===== src/rtl/cpu_term_sync_pkg.sv =====
// Shared CPU bus state-machine definitions: state encoding and default timeout.
package cpu_term_sync_pkg;

  typedef enum logic [1:0] {
    S_IDLE = 2'd0,
    S_WAIT = 2'd1,
    S_TERM = 2'd2,
    S_HOLD = 2'd3
  } state_t;

  localparam int TIMEOUT_CYCLES_DEF = 255;

endpackage


===== src/rtl/cpu_term_sync_sync2.sv =====
// Two-flop synchronizer with async active-high reset to a configurable value.
module cpu_term_sync_sync2 #(
  parameter logic RST_VAL = 1'b1
) (
  input  logic i_clk,
  input  logic i_rst,
  input  logic i_d,
  output logic o_q
);

  logic r_s1;
  logic r_s2;

  always_ff @(posedge i_clk or posedge i_rst) begin
    if (i_rst) begin
      r_s1 <= RST_VAL;
      r_s2 <= RST_VAL;
    end else begin
      r_s1 <= i_d;
      r_s2 <= r_s1;
    end
  end

  assign o_q = r_s2;

endmodule


===== src/rtl/cpu_term_sync.sv =====
// 68030 cycle-termination front end: qualifies DSACK/STERM once per AS_ cycle.
// Optional bus timeout (BERR_TO) is built only when CPU_TERM_TIMEOUT_EN is defined.
module cpu_term_sync
  import cpu_term_sync_pkg::*;
#(
  parameter int TIMEOUT_CYCLES = TIMEOUT_CYCLES_DEF
) (
  input  logic i_clk,
  input  logic i_rst,
  input  logic i_as_n,
  input  logic i_dsack0_n,
  input  logic i_dsack1_n,
  input  logic i_sterm_in_n,
  output logic o_dsack,
  output logic o_sterm_n,
  output logic o_port16,
  output logic o_term_done,
  output logic o_berr_to
);

  state_t r_state;
  state_t w_state_nxt;

  logic w_ds0_s;
  logic w_ds1_s;
  logic r_ds0_p;
  logic r_ds1_p;
  logic r_sterm_s;

  logic r_dsack,     w_dsack_nxt;
  logic r_sterm_n,   w_sterm_n_nxt;
  logic r_port16,    w_port16_nxt;
  logic r_term_done, w_term_done_nxt;

  logic w_filt_ok;
  logic w_ds_neg;

  cpu_term_sync_sync2 #(.RST_VAL(1'b1)) u_sync_ds0 (
    .i_clk (i_clk),
    .i_rst (i_rst),
    .i_d   (i_dsack0_n),
    .o_q   (w_ds0_s)
  );

  cpu_term_sync_sync2 #(.RST_VAL(1'b1)) u_sync_ds1 (
    .i_clk (i_clk),
    .i_rst (i_rst),
    .i_d   (i_dsack1_n),
    .o_q   (w_ds1_s)
  );

  // Previous synced pair; an ack counts only when the pair is stable across two edges.
  always_ff @(posedge i_clk or posedge i_rst) begin
    if (i_rst) begin
      r_ds0_p   <= 1'b1;
      r_ds1_p   <= 1'b1;
      r_sterm_s <= 1'b1;
    end else begin
      r_ds0_p   <= w_ds0_s;
      r_ds1_p   <= w_ds1_s;
      r_sterm_s <= i_sterm_in_n;
    end
  end

  assign w_filt_ok = (w_ds0_s == r_ds0_p) && (w_ds1_s == r_ds1_p) && !(w_ds0_s && w_ds1_s);
  assign w_ds_neg  = w_ds0_s && w_ds1_s;

`ifdef CPU_TERM_TIMEOUT_EN
  logic [7:0] r_cnt;
  logic       r_berr;
  logic       w_berr_nxt;
  logic       w_to_hit;

  always_ff @(posedge i_clk or posedge i_rst) begin
    if (i_rst) begin
      r_cnt <= 8'd0;
    end else if (r_state != S_WAIT) begin
      r_cnt <= 8'd0;
    end else begin
      r_cnt <= r_cnt + 8'd1;
    end
  end

  // Counter starts at 0 on WAIT entry, so the last WAIT cycle sees TIMEOUT_CYCLES-1.
  assign w_to_hit  = (r_cnt == 8'(TIMEOUT_CYCLES - 1));
  assign o_berr_to = r_berr;
`else
  logic [7:0] w_unused_to;
  assign w_unused_to = 8'(TIMEOUT_CYCLES);
  assign o_berr_to   = 1'b0;
`endif

  always_comb begin
    w_state_nxt     = r_state;
    w_dsack_nxt     = r_dsack;
    w_sterm_n_nxt   = r_sterm_n;
    w_port16_nxt    = r_port16;
    w_term_done_nxt = 1'b0;
`ifdef CPU_TERM_TIMEOUT_EN
    w_berr_nxt      = r_berr;
`endif
    case (r_state)
      S_IDLE: begin
        if (!i_as_n) w_state_nxt = S_WAIT;
      end
      S_WAIT: begin
        if (!r_sterm_s) begin
          w_state_nxt     = S_TERM;
          w_sterm_n_nxt   = 1'b0;
          w_term_done_nxt = 1'b1;
        end else if (w_filt_ok) begin
          w_state_nxt     = S_TERM;
          w_dsack_nxt     = 1'b1;
          w_port16_nxt    = !w_ds1_s && w_ds0_s;
          w_term_done_nxt = 1'b1;
        end else if (i_as_n) begin
          w_state_nxt = S_IDLE;
`ifdef CPU_TERM_TIMEOUT_EN
        end else if (w_to_hit) begin
          w_state_nxt = S_HOLD;
          w_berr_nxt  = 1'b1;
`endif
        end
      end
      S_TERM: begin
        w_state_nxt = S_HOLD;
      end
      S_HOLD: begin
        if (i_as_n && w_ds_neg) begin
          w_state_nxt   = S_IDLE;
          w_dsack_nxt   = 1'b0;
          w_sterm_n_nxt = 1'b1;
          w_port16_nxt  = 1'b0;
`ifdef CPU_TERM_TIMEOUT_EN
          w_berr_nxt    = 1'b0;
`endif
        end
      end
      default: begin
        w_state_nxt = S_IDLE;
      end
    endcase
  end

  always_ff @(posedge i_clk or posedge i_rst) begin
    if (i_rst) begin
      r_state     <= S_IDLE;
      r_dsack     <= 1'b0;
      r_sterm_n   <= 1'b1;
      r_port16    <= 1'b0;
      r_term_done <= 1'b0;
`ifdef CPU_TERM_TIMEOUT_EN
      r_berr      <= 1'b0;
`endif
    end else begin
      r_state     <= w_state_nxt;
      r_dsack     <= w_dsack_nxt;
      r_sterm_n   <= w_sterm_n_nxt;
      r_port16    <= w_port16_nxt;
      r_term_done <= w_term_done_nxt;
`ifdef CPU_TERM_TIMEOUT_EN
      r_berr      <= w_berr_nxt;
`endif
    end
  end

  assign o_dsack     = r_dsack;
  assign o_sterm_n   = r_sterm_n;
  assign o_port16    = r_port16;
  assign o_term_done = r_term_done;

endmodule

===== config.mk =====
export PLATFORM = sky130hd
export DESIGN_NAME = cpu_term_sync
export DESIGN_NICKNAME = d
export VERILOG_FILES = /design/src/rtl/cpu_term_sync_pkg.sv /design/src/rtl/cpu_term_sync_sync2.sv /design/src/rtl/cpu_term_sync.sv
export SDC_FILE = /design/constraint.sdc
export NUM_CORES = 1
export LEC_CHECK = 0
export CAP_MARGIN = 25
export CORE_AREA = 2 2 39 41
export DETAILED_ROUTE_END_ITERATION = 8
export DIE_AREA = 0 0 41 43
export PLACE_DENSITY = 0.76
export SLEW_MARGIN = 20
export SYNTH_ARGS = -nofsm -noshare
export SYNTH_HDL_FRONTEND = slang
export SYNTH_SLANG_ARGS = --single-unit

===== constraint.sdc =====
create_clock -name i_clk -period 2.6 [get_ports i_clk]
set_input_delay 0.52 -clock i_clk [delete_from_list [all_inputs] [get_ports i_clk]]
set_output_delay 0.52 -clock i_clk [all_outputs]
set_load 0.01 [all_outputs]

==> flow_metrics.tcl <==
set metrics [dict create \
    status "finished, final reports clean" \
    cts_tree "done" \
    required_ps 2080 \
    hold_path_class "register to register" \
    first_global_vias 356 \
    min_period_ps 1853 \
    power_density_nw_per_um2 853.6 \
    crit_family "flip-flops" \
    numCtsBuffers 3 \
    synth_top_area_share_pct 39.72 \
    holdCritStartpoint "u_sync_ds0.r_s1" \
    hold-path-endpoint "u_sync_ds0.o_q" \
    die_h_um 43 \
    timing.rr.start "u_sync_ds1.o_q" \
    drive_gt1_share_pct 28.30 \
    grt_overflow 0 \
    grt_max_degree 14 \
    grt_pass1_wl_um 1414 \
    fillers 129 \
    setup_viol 0 \
    drtIter0Drc 5 \
    fin_ws_ps 746.8 \
    fp-row-count 14 \
    yosysWarnings 0 \
    layout_commonest_cell "clkdlybuf4s50_1" \
    design.die.area_um2 1763 \
    dpl_worst_slack_ps 940.7 \
    insertion_delay_ps 260 \
    highest_layer "met4" \
    final_cells 69 \
    synthesis.area_um2 529.3 \
    finalCritPeriodShare_pct 71.28 \
    gp_congestion 0.7853 \
    p_leak_nw 0.2720 \
    critPathSlowestCell "dfstp_2" \
    clock.fmax_mhz 539.6 \
    utilization_pct 47.56 \
    syn_to_final_growth_pct 24.35 \
    grt_usage_pct 12.33 \
    core_area_um2 1384 \
    start_util_pct 38.25 \
    syn_nets 47 \
    clock_path_buffers 2 \
    syn_area_per_cell_um2 12.91 \
    ys_seq_elements 13 \
    wl_met1_um 351 \
    finalWirelength_um 774 \
    syn_inst 41 \
    antenna_cells 0 \
    ctsHoldBuffers 0 \
    critPathCaptureType "output pin" \
    setup_tns_ps 0 \
    path_max_fanout 3 \
    rsz0062_at_grt "no" \
    synth_top_cell_by_area "dfstp_2" \
    dr_wl_met2_um 368 \
    drv_cap 0 \
    routedWlPerCell_um 11.22 \
    fin_nets 60 \
    detail_route.drc_violations 0 \
    dpl.cell_count 65 \
    vias 341 \
    cts_max_level 1 \
    clk_pin_slew_worst_paths_ps 70 \
    clkSinkCount 13 \
    post_cts_buffers 0 \
    crit_buf_inv 1 \
    io_pins 11 \
    synth.distinct_cells 24 \
    die_x_um 41 \
    antenna_found_initial 0 \
    synthTopCellsByArea "dfstp_2, dfrtp_1, nor4b_2" \
    firstDrtPassIters 4 \
    hold_violations 0 \
    layout_common_cells "clkdlybuf4s50_1, dfstp_2, dfrtp_1" \
    postCtsResizedCells 0 \
    finalMaxSlewViolations 0 \
    skew_ps 1.962 \
    ir_drop_mv 0.4717 \
    vias_per_cell 4.942 \
    dr_wl_met3_um 45 \
    arrival_ps 1330 \
    startpoint_type "register" \
    r2r_end "r_state[0]" \
    synth-seq-area-share_pct 63.36 \
    drtAntennaViolNets 0 \
    path_class "register to output pin" \
    power_uw 561.8 \
    slowest_delay_ps 540 \
    port-buffer-count 9 \
    r2r_slack_ps 1190 \
    clock-root-buffer "clkbuf_4" \
    min_path_cells 0 \
    reg2regPathDepth 3 \
    worstPathCellList "clkdlybuf4s50_1" \
]
-- report_power, final --
part	total [mW]	internal [mW]	leakage, nW	switching, mW
Clock	0.115	0.0592	0.0150	0.0562
Sequential	0.293	0.254	0.145	0.0389
Combinational	0.153	0.0909	0.112	0.0623
Total	0.562	0.404	0.272	0.157
-- worst max-delay path by stage --
stage	startpoint	end	depth (start not counted)
global route	o_sterm_n	o_sterm_n	1
finish	o_sterm_n	o_sterm_n	1
CTS	o_sterm_n	o_sterm_n	1
global placement	i_as_n	o_port16	4
floorplan	u_sync_ds1.o_q	r_state[0]	3
detailed placement	i_as_n	o_port16	4
-- metal layers --
metal / vias to the layer above / GRT usage [%]
li1: 165 / -
met1: 160 / 17.01
met2: 14 / 15.63
met3: 2 / 4.712
met4: 0 / 8.000
met5: - / 0
-- cell type report --
| class | count | area [um^2] | share of cell area (%) |
|---|---|---|---|
| Clock buffer | 4 | 26.28 | 3.992 |
| Inverter | 4 | 15.01 | 2.281 |
| Multi-Input combinational cell | 23 | 171.4 | 26.05 |
| Sequential cell | 13 | 335.3 | 50.95 |
| Tap cell | 16 | 20.02 | 3.042 |
| Timing Repair Buffer | 9 | 90.09 | 13.69 |
-- flip-flops by register name, indices dropped and copies added (netlist names), named ones only --
register and cells:
o_sterm_n 1, r_ds0_p 1, r_sterm_s 1, r_state 1, o_dsack 1, u_sync_ds0.o_q 1
u_sync_ds0.r_s1 1, u_sync_ds1.o_q 1, u_sync_ds1.r_s1 1, o_term_done 1, r_ds1_p 1, o_port16 1
-- metrics by stage --
stage	hold WS, ps	area [um^2]
3_5_place_dp	346.8	631.9
3_3_place_gp	345.9	631.9
4_1_cts	357.6	658.1
6_report	356.8	658.1
5_1_grt	366.4	658.1
2_1_floorplan	345.2	529.3
-- cell usage after synthesis --
cell type	n
o21ai_0	1
nand4_1	1
o32a_1	1
o2bb2ai_1	1
xnor2_1	1
a21boi_0	1
nand2b_4	1
o221a_1	1
a211oi_2	1
buf_4	1
nor4b_2	1
dfrtp_1	5
or2_0	1
and4_2	1
o21ai_1	2
dfstp_2	8
clkinv_1	1
nand2_1	3
nand2b_1	1
nor2_1	2
a21oi_1	1
inv_1	3
and4bb_1	1
conb_1	1
-- logic make-up (layout without fill, tap and decap cells) --
group | count (synthesis) | count (layout) | synth area share [%]
flops | 13 | 13 | 63.36
buf+inv | 5 | 17 | 4.255
compound gates | 9 | 9 | 13.24
simple gates | 12 | 12 | 16.79
other cells | 1 | 1 | 0.7085
xor+xnor | 1 | 1 | 1.655
Power figures use the tool's default switching activity.
